===== config.mk =====
export PLATFORM = sky130hd
export DESIGN_NAME = wb_bpm_swap_cfg_master_flat
export DESIGN_NICKNAME = d
export VERILOG_FILES = /design/src/rtl/wb_bpm_swap_cfg_master_if.sv /design/src/rtl/wb_bpm_swap_cfg_master.sv /design/src/flat_wrapper.sv
export SDC_FILE = /design/constraint.sdc
export NUM_CORES = 1
export LEC_CHECK = 0
export ABC_AREA = 1
export BUFFER_PORTS_ARGS = -buffer_cell sky130_fd_sc_hd__buf_2
export CORE_MARGIN = 1
export CORE_UTILIZATION = 55
export CTS_BUF_LIST = sky130_fd_sc_hd__clkbuf_16
export CTS_CLUSTER_SIZE = 25
export DETAILED_ROUTE_END_ITERATION = 8
export GPL_TIMING_DRIVEN = 0
export PLACE_DENSITY = 0.88
export SLEW_MARGIN = 30
export SYNTH_ARGS = -nofsm -noshare
export SYNTH_HDL_FRONTEND = slang
export SYNTH_SLANG_ARGS = --single-unit

===== constraint.sdc =====
create_clock -name clk_sys_i -period 2.45 [get_ports clk_sys_i]
set_input_delay 0.6125 -clock clk_sys_i [delete_from_list [all_inputs] [get_ports clk_sys_i]]
set_output_delay 0.6125 -clock clk_sys_i [all_outputs]
set_load 0.03 [all_outputs]

===== src/rtl/wb_bpm_swap_cfg_master_if.sv =====
// rtl/wb_bpm_swap_cfg_master_if.sv - Wishbone classic bus bundle between the cfg master and the swap slave
interface wb_bpm_swap_cfg_master_if;
   logic [31:0] adr;
   logic [31:0] dat_w;
   logic [31:0] dat_r;
   logic        cyc;
   logic        stb;
   logic        we;
   logic [3:0]  sel;
   logic        ack;

   modport master (output adr, dat_w, cyc, stb, we, sel, input dat_r, ack);
   modport slave  (input adr, dat_w, cyc, stb, we, sel, output dat_r, ack);
endinterface


===== src/rtl/wb_bpm_swap_cfg_master.sv =====
// rtl/wb_bpm_swap_cfg_master.sv - Wishbone master programming a wb_bpm_swap slave; optional WB_SWAP_CFG_READBACK_EN verifies each init write
module wb_bpm_swap_cfg_master #(
   parameter logic [31:0] G_BASE_ADDR = 32'h0,
   parameter int          G_TIMEOUT   = 255
) (
   input  logic        clk_sys_i,
   input  logic        rst_i,
   input  logic        start_i,
   input  logic        mode_upd_i,
   input  logic [1:0]  mode1_i,
   input  logic [1:0]  mode2_i,
   input  logic [15:0] swap_div_f_i,
   input  logic [15:0] dly1_i,
   input  logic [15:0] dly2_i,
   input  logic [39:0] gain_dir_i,
   input  logic [39:0] gain_crs_i,
   wb_bpm_swap_cfg_master_if.master wb,
   output logic        busy_o,
   output logic        done_o,
   output logic        err_o,
   output logic [31:0] err_adr_o
);

   localparam logic [1:0] ST_IDLE     = 2'd0;
   localparam logic [1:0] ST_WAIT_ACK = 2'd1;
   localparam logic [1:0] ST_GAP      = 2'd2;
   localparam logic [1:0] ST_MODIFY   = 2'd3;

   localparam logic [15:0] TMAX = 16'(G_TIMEOUT - 1);

   logic [1:0]  state;
   logic        op_rmw;
   logic [2:0]  idx;
   logic [15:0] tcnt;
   logic [31:0] rd_q;
   logic [1:0]  mode1_q, mode2_q;
   logic [15:0] div_q, dly1_q, dly2_q;
   logic [39:0] gdir_q, gcrs_q;
   logic [7:0]  off;
   logic [31:0] wdat;
`ifdef WB_SWAP_CFG_READBACK_EN
   logic        rb_pend;
   logic [31:0] fmask;
`endif

   assign wb.sel = 4'hF;

   // Address offset and write data of init step idx, built from the latched inputs
   always_comb begin
      off  = 8'h00;
      wdat = {8'h00, div_q, 3'b000, mode2_q, mode1_q, 1'b0};
      case (idx)
         3'd0: begin off = 8'h04; wdat = {dly2_q, dly1_q}; end
         3'd1: begin off = 8'h08; wdat = {6'h0, gcrs_q[9:0],   6'h0, gdir_q[9:0]};   end
         3'd2: begin off = 8'h0C; wdat = {6'h0, gcrs_q[19:10], 6'h0, gdir_q[19:10]}; end
         3'd3: begin off = 8'h10; wdat = {6'h0, gcrs_q[29:20], 6'h0, gdir_q[29:20]}; end
         3'd4: begin off = 8'h14; wdat = {6'h0, gcrs_q[39:30], 6'h0, gdir_q[39:30]}; end
         default: ;
      endcase
   end

`ifdef WB_SWAP_CFG_READBACK_EN
   // Only defined field bits of each register take part in the readback compare
   always_comb begin
      fmask = 32'h00FF_FF1E;
      case (idx)
         3'd0:                      fmask = 32'hFFFF_FFFF;
         3'd1, 3'd2, 3'd3, 3'd4:    fmask = 32'h03FF_03FF;
         default: ;
      endcase
   end
`endif

   // Sequencer: issues one Wishbone transaction at a time with an idle cycle between them
   always_ff @(posedge clk_sys_i) begin
      if (rst_i) begin
         state     <= ST_IDLE;
         wb.cyc    <= 1'b0;
         wb.stb    <= 1'b0;
         wb.we     <= 1'b0;
         wb.adr    <= '0;
         wb.dat_w  <= '0;
         busy_o    <= 1'b0;
         done_o    <= 1'b0;
         err_o     <= 1'b0;
         err_adr_o <= '0;
         op_rmw    <= 1'b0;
         idx       <= '0;
         tcnt      <= '0;
         rd_q      <= '0;
         mode1_q   <= '0;
         mode2_q   <= '0;
         div_q     <= '0;
         dly1_q    <= '0;
         dly2_q    <= '0;
         gdir_q    <= '0;
         gcrs_q    <= '0;
`ifdef WB_SWAP_CFG_READBACK_EN
         rb_pend   <= 1'b0;
`endif
      end else begin
         done_o <= 1'b0;
         case (state)
            ST_IDLE: begin
               if (start_i || mode_upd_i) begin
                  mode1_q <= mode1_i;
                  mode2_q <= mode2_i;
                  div_q   <= swap_div_f_i;
                  dly1_q  <= dly1_i;
                  dly2_q  <= dly2_i;
                  gdir_q  <= gain_dir_i;
                  gcrs_q  <= gain_crs_i;
                  err_o   <= 1'b0;
                  busy_o  <= 1'b1;
                  idx     <= '0;
                  tcnt    <= '0;
                  op_rmw  <= ~start_i;
                  wb.cyc  <= 1'b1;
                  wb.stb  <= 1'b1;
                  state   <= ST_WAIT_ACK;
`ifdef WB_SWAP_CFG_READBACK_EN
                  rb_pend <= 1'b0;
`endif
                  // The first transaction goes out straight from the inputs to save a cycle
                  if (start_i) begin
                     wb.adr   <= G_BASE_ADDR + 32'h4;
                     wb.dat_w <= {dly2_i, dly1_i};
                     wb.we    <= 1'b1;
                  end else begin
                     wb.adr   <= G_BASE_ADDR;
                     wb.dat_w <= '0;
                     wb.we    <= 1'b0;
                  end
               end
            end
            ST_WAIT_ACK: begin
               if (wb.ack) begin
                  wb.cyc <= 1'b0;
                  wb.stb <= 1'b0;
                  tcnt   <= '0;
                  if (op_rmw) begin
                     if (!wb.we) begin
                        rd_q  <= wb.dat_r;
                        state <= ST_MODIFY;
                     end else begin
                        busy_o <= 1'b0;
                        done_o <= 1'b1;
                        state  <= ST_IDLE;
                     end
                  end
`ifdef WB_SWAP_CFG_READBACK_EN
                  else if (wb.we) begin
                     rb_pend <= 1'b1;
                     state   <= ST_GAP;
                  end else if (((wb.dat_r ^ wdat) & fmask) != 32'h0) begin
                     err_o     <= 1'b1;
                     err_adr_o <= wb.adr;
                     busy_o    <= 1'b0;
                     state     <= ST_IDLE;
                  end
`endif
                  else if (idx == 3'd5) begin
                     busy_o <= 1'b0;
                     done_o <= 1'b1;
                     state  <= ST_IDLE;
                  end else begin
                     idx   <= idx + 3'd1;
                     state <= ST_GAP;
                  end
               end else if (tcnt == TMAX) begin
                  wb.cyc    <= 1'b0;
                  wb.stb    <= 1'b0;
                  err_o     <= 1'b1;
                  err_adr_o <= wb.adr;
                  busy_o    <= 1'b0;
                  state     <= ST_IDLE;
               end else begin
                  tcnt <= tcnt + 16'd1;
               end
            end
            ST_GAP: begin
               wb.cyc <= 1'b1;
               wb.stb <= 1'b1;
               tcnt   <= '0;
               wb.adr <= G_BASE_ADDR + {24'h0, off};
               state  <= ST_WAIT_ACK;
`ifdef WB_SWAP_CFG_READBACK_EN
               wb.we    <= ~rb_pend;
               wb.dat_w <= rb_pend ? 32'h0 : wdat;
               rb_pend  <= 1'b0;
`else
               wb.we    <= 1'b1;
               wb.dat_w <= wdat;
`endif
            end
            ST_MODIFY: begin
               // Replace only the mode fields [4:1] of the value read back
               wb.adr   <= G_BASE_ADDR;
               wb.dat_w <= {rd_q[31:5], mode2_q, mode1_q, rd_q[0]};
               wb.we    <= 1'b1;
               wb.cyc   <= 1'b1;
               wb.stb   <= 1'b1;
               tcnt     <= '0;
               state    <= ST_WAIT_ACK;
            end
            default: state <= ST_IDLE;
         endcase
      end
   end

endmodule


===== src/flat_wrapper.sv =====
// flat-port wrapper written by rule: the top's interface ports become plain ports
module wb_bpm_swap_cfg_master_flat 
#(
   parameter logic [31:0] G_BASE_ADDR = 32'h0,
   parameter int          G_TIMEOUT   = 255
)
  (clk_sys_i, rst_i, start_i, mode_upd_i, mode1_i, mode2_i, swap_div_f_i, dly1_i, dly2_i, gain_dir_i, gain_crs_i, busy_o, done_o, err_o, err_adr_o, wb_adr, wb_dat_w, wb_cyc, wb_stb, wb_we, wb_sel, wb_dat_r, wb_ack);
  wb_bpm_swap_cfg_master_if wb_i ();
  input  logic clk_sys_i;
  input  logic rst_i;
  input  logic start_i;
  input  logic mode_upd_i;
  input  logic [1:0] mode1_i;
  input  logic [1:0] mode2_i;
  input  logic [15:0] swap_div_f_i;
  input  logic [15:0] dly1_i;
  input  logic [15:0] dly2_i;
  input  logic [39:0] gain_dir_i;
  input  logic [39:0] gain_crs_i;
  output logic busy_o;
  output logic done_o;
  output logic err_o;
  output logic [31:0] err_adr_o;
  output wire logic [$bits(wb_i.adr)-1:0] wb_adr;
  output wire logic [$bits(wb_i.dat_w)-1:0] wb_dat_w;
  output wire logic [$bits(wb_i.cyc)-1:0] wb_cyc;
  output wire logic [$bits(wb_i.stb)-1:0] wb_stb;
  output wire logic [$bits(wb_i.we)-1:0] wb_we;
  output wire logic [$bits(wb_i.sel)-1:0] wb_sel;
  input wire logic [$bits(wb_i.dat_r)-1:0] wb_dat_r;
  input wire logic [$bits(wb_i.ack)-1:0] wb_ack;
  assign wb_adr = wb_i.adr;
  assign wb_dat_w = wb_i.dat_w;
  assign wb_cyc = wb_i.cyc;
  assign wb_stb = wb_i.stb;
  assign wb_we = wb_i.we;
  assign wb_sel = wb_i.sel;
  assign wb_i.dat_r = wb_dat_r;
  assign wb_i.ack = wb_ack;
  wb_bpm_swap_cfg_master #(.G_BASE_ADDR(G_BASE_ADDR), .G_TIMEOUT(G_TIMEOUT)) u_core (.clk_sys_i(clk_sys_i), .rst_i(rst_i), .start_i(start_i), .mode_upd_i(mode_upd_i), .mode1_i(mode1_i), .mode2_i(mode2_i), .swap_div_f_i(swap_div_f_i), .dly1_i(dly1_i), .dly2_i(dly2_i), .gain_dir_i(gain_dir_i), .gain_crs_i(gain_crs_i), .wb(wb_i), .busy_o(busy_o), .done_o(done_o), .err_o(err_o), .err_adr_o(err_adr_o));
endmodule

Yosys cells after proc, flatten, opt, wreduce, memory -nomap -nowiden:

Cells that the tools add are included.

* memories: 0
* memory bits (read-only): 0
* memory bits (writable): 0
* bits of input ports: 169
* register bits: 287
* latch bits: 0

* divide/modulo/power cells: 0
* order comparisons: 0
* muxes and demuxes: 43
* equality and inequality tests: 19
* add/sub/neg operators: 2
* reductions and logical operators: 18
* bitwise gates (word level): 4
* multipliers: 0
* shifts and indexed selects: 0

Operator list (number)
* $pmux W32 S3: 2
* $pmux W32 S5: 1
* $mux W32: 3
* $mux W16: 3
* $pmux W16 S3: 1
* $pmux W5 S5: 1
* $add A16 B1 Y16 const B: 1
* $eq A16 B8 Y1 const B: 1
* $mux W1: 15
* $mux W3: 5
* $mux W2: 6
* $reduce_and A2 Y1: 5
* $reduce_and A5 Y1: 2
* $ne A2 B2 Y1 const B: 4
* $reduce_and A4 Y1: 2
* $eq A3 B2 Y1 const B: 2
* $eq A3 B3 Y1 const B: 2
* $pmux W1 S2: 3
* $pmux W2 S3: 1
* $pmux W3 S2: 1
* $eq A2 B2 Y1 const B: 2
* $ne A2 B1 Y1 const B: 2
* $ne A4 B2 Y1 const B: 1
* $ne A4 B3 Y1 const B: 1
* 15 further kinds: 19

Longest topological paths before layout:

* depth in word-level cells: 5
* depth in mapped cells: 11
* gate-level depth less buffers: 11

Least setup slack after synthesis:

OpenSTA, ideal clock, no wires.

* path type: input to register
* start point: input port rst_i
* end point: register u_core.dly1_q[13]
* path slack: 834 ps
* data arrival time: 1552 ps
* cell stages on the path: 6
* cells stage by stage: clkbuf_1 > inv_1 > clkbuf_1 > clkbuf_1 > o21ai_0 > nor2_1

RTL lines
* from (decl): line flat_wrapper.sv:10 `input logic rst_i;`
* to (signal assigned): line wb_bpm_swap_cfg_master.sv:109 `dly1_q <= dly1_i;`
* to (decl): line wb_bpm_swap_cfg_master.sv:37 `logic [15:0] div_q, dly1_q, dly2_q;`

Worst setup path in the final report:

* start point: register u_core.idx[0]
* end point: register u_core.wb.dat_w[25]

* cells in the longest elaborated chain, start to end: 3
* elaborated cells on any way between the ends: 7

Ends and longest elaborated chain
* from (decl): line wb_bpm_swap_cfg_master.sv:33 `logic [2:0] idx;`
* from (signal assigned): line wb_bpm_swap_cfg_master.sv:167 `idx <= idx + 3'd1;`
* $eq A3 B3 Y1, or another cell as far along: line wb_bpm_swap_cfg_master.sv:52 `case (idx)`
* $pmux W32 S5 *: line wb_bpm_swap_cfg_master.sv:52
* $pmux W32 S3 *: line wb_bpm_swap_cfg_master.sv:103 `case (state)`
* to (signal assigned): line wb_bpm_swap_cfg_master.sv:127 `wb.dat_w <= {dly2_i, dly1_i};`
* to (signal assigned): line wb_bpm_swap_cfg_master.sv:193 `wb.dat_w <= wdat;`
* to (signal assigned): line wb_bpm_swap_cfg_master.sv:199 `wb.dat_w <= {rd_q[31:5], mode2_q, mode1_q, rd_q[0]};`
* to (decl): line wb_bpm_swap_cfg_master_if.sv:12 `modport master (output adr, dat_w, cyc, stb, we, sel, input dat_r, ack);`

Mark *: on every way between the ends. The rest lies on a longest branch, timed or not.
A chain may end at the register's enable or synchronous reset.

==> flow_summary.json <==
{
  "r2r-end": "u_core.wb.dat_w[25]",
  "period_minus_slack_ns": 2.034,
  "slew_headroom_pct": 54.88,
  "diodes": 0,
  "status": "completed",
  "post-cts-setup-buffers": 0,
  "fin_crit_sh_pct": 83.01,
  "synthesis.instances": 1499,
  "hold_buffers": 0,
  "ir_drop_v": 0.0006664,
  "dieArea_um2": 19420,
  "io_buffers": 207,
  "htreeDepth": 1,
  "slew_viol_final": 0,
  "synth-simple-area-share_pct": 27.33,
  "worstPathRequired_ns": 2.90,
  "synthesis.area_um2": 10380,
  "cts_tree": "built",
  "ys_top_cells_by_area": "dfxtp_1, nor2_1, o21ai_0, nand2_1, buf_4",
  "finalSetupTns_ns": 0,
  "placed_cells": 1995,
  "grt.total_usage_pct": 35.34,
  "maxCapViolations": 0,
  "place_area_um2": 11930,
  "fmax_ghz": 0.4917,
  "crit_type": "reg2reg",
  "yosysWarnings": 0,
  "cp-start-kind": "flip-flop",
  "grt_first_pass_wirelength_mm": 53.76,
  "antenna_found_initial": 0,
  "syn_to_final_growth_pct": 21.77,
  "ant_nets": 0,
  "crit_fanout": 10,
  "hold_violations": 0,
  "setup_slack_ns": 0.4162,
  "globalplace.congestion": 0.9840,
  "timing.rr.start": "u_core.idx[0]",
  "ys_seq_elements": 225,
  "synth_cell_types": 36,
  "reg2reg_slack_ns": 0.42,
  "endpoint": "u_core.wb.dat_w[25]",
  "async_flop_share_pct": 0,
  "clk_pin_slew_ns": 0.06,
  "setup_viol": 0,
  "clock_sinks": 225,
  "synth_top_area_share_pct": 43.40,
  "clock_latency_ns": 0.52,
  "grt_pass1_vias": 10340,
  "synth-adder-area-share_pct": 0.8440,
  "cts-root-buf": "clkbuf_16",
  "die_w_um": 139.4,
  "wire_per_inst_um": 17.14,
  "synthFlopType": "dfxtp_1",
  "yosys.cell_count.top_type": "nor2_1",
  "vias": 11300,
  "start_util_pct": 56.99,
  "instances_no_fill": 2038,
  "fin_area_um2": 12640,
  "synth_mux_area_share_pct": 0,
  "cts_max_path_buffers": 3,
  "drcViolationCount": 0,
  "synth_top_family_by_area": "simple AND/OR/NAND/NOR gates",
  "grt-ovfl-total": 0,
  "worst_pin_slew_ns": 0.6768,
  "rsz0062_at_grt": "no",
  "skew_ns": 0.01397,
  "drt-total-wl_mm": 34.92,
  "hold_path.class": "in2reg",
  "ys_seq_area_share_pct": 43.40,
  "hpwl_mm": 26.16,
  "yosys.area.top_type": "dfxtp_1",
  "die_h_um": 139.4,
  "crit_start": "u_core.idx[0]",
  "grt_max_degree": 14,
  "synth_edf_count": 0,
  "num-nets-final": 1968,
  "cts.repair.resized": 0,
  "synth_compound_area_share_pct": 17.01,
  "pre_cts_ws_ns": 0.1509,
  "drive_gt1_share_pct": 20.90,
  "synth_top_cells_by_count": "nor2_1, nand2_1, dfxtp_1",
  "syn_avg_cell_area_um2": 6.923,
  "numCtsBuffers": 24,
  "r2r_cells": 9,
  "crit_arrival_ns": 2.48,
  "ioPinCount": 275,
  "via_per_inst": 5.546,
  "row_count": 49,
  "power_density_nw_per_um2": 796.5,
  "synth_xor_area_share_pct": 0,
  "cp-end-kind": "flip-flop",
  "firstDrtPassIters": 6,
  "coreArea_um2": 18210,
  "drt_iter0_markers": 1365,
  "finalPower_mw": 10.07,
  "leakagePower_nw": 5.968
}
## layout make-up
type	instances	area, um2
timing repair buffer	207	1036
clock buffer	25	625.6
clock inverter	18	86.33
multi-input combinational	1104	4922
buffer	146	860.8
sequential	225	4504
fill	1536	5572
inverter	84	315.3
tap	229	286.5
## flip-flops by register name (all words and copies together) (netlist names), 3 cells and up
signal and cells:
u_core.rd_q 28, u_core.gcrs_q 40, u_core.dly2_q 16, u_core.tcnt 16, u_core.err_adr_o 3, u_core.wb.adr 3
u_core.gdir_q 40, u_core.idx 3, u_core.dly1_q 16, u_core.div_q 16, u_core.wb.dat_w 32
## cell usage in the layout, fill, tap and decap left out, types with 3 or more instances in the layout
cell       instances
inv_2              8
o21ai_0          218
a41oi_1           10
clkinv_1           7
buf_4             68
nand3_1           45
dfxtp_1          225
nand4_1           13
ha_1               7
nand2_2            7
inv_1             80
or2_2              9
clkbuf_1          40
nor2_1           356
clkinv_2           4
a211oi_1          10
nand2_1          256
nor3_1             3
clkbuf_16         25
a21oi_1           80
buf_2            241
conb_1            62
nor2_2             5
nor2_4             3
a22oi_1            4
## where the power goes
group | switching (mW) | leakage, nW | total (mW) | internal (mW)
Sequential | 0.271 | 1.86 | 4.36 | 4.09
Combinational | 1.64 | 3.74 | 2.38 | 0.735
Clock | 1.48 | 0.369 | 3.33 | 1.84
## metrics by stage
step / hold WS, ns / utilization (%)
2_1_floorplan: 0.4245 / -
4_1_cts: 0.3141 / 69.40
3_5_place_dp: 0.4419 / 65.49
3_3_place_gp: 0.4341 / 65.49
5_1_grt: 0.3247 / 69.40
6_report: 0.3160 / 69.40
## cell families (layout without fill, tap and decap cells)
group,Yosys count,count (layout)
and+or+nand+nor,702,702
AOI/OAI and AO/OA,333,333
buffers and inverters,230,480
DFF,225,225
adders and majority gates,7,7
other,2,62
## worst min path at each step
stage | from | to | slack (ns) | cells after the start
floorplan | u_core.dly2_q[1] | u_core.dly2_q[1] | 0.42 | 2
global placement | u_core.gcrs_q[12] | u_core.gcrs_q[12] | 0.43 | 2
detailed placement | u_core.gcrs_q[12] | u_core.gcrs_q[12] | 0.44 | 2
CTS | gain_dir_i[5] | u_core.gdir_q[5] | 0.31 | 3
global route | gain_dir_i[5] | u_core.gdir_q[5] | 0.32 | 3
finish | gain_dir_i[18] | u_core.gdir_q[18] | 0.32 | 3
## metal layers
metal | up-vias | track usage (%) | wire, um
met3 | 125 | 7.536 | 4395
met4 | 0 | 17.54 | 1721
met5 | - | 0 | 0
met1 | 5103 | 46.12 | 13410
met2 | 776 | 55.41 | 15390
li1 | 5298 | - | -
## worst max-delay path, cell delays in order (launching register included)
cell and delay [ns]:
dfxtp_1 0.38, ha_1 0.23, ha_1 0.19, clkbuf_1 0.53
nand2_1 0.11, nand2_1 0.15, nor2_1 0.06, o21ai_0 0.07
nand2_1 0.11, a21oi_1 0.14
(Power assumes the default switching activity.)
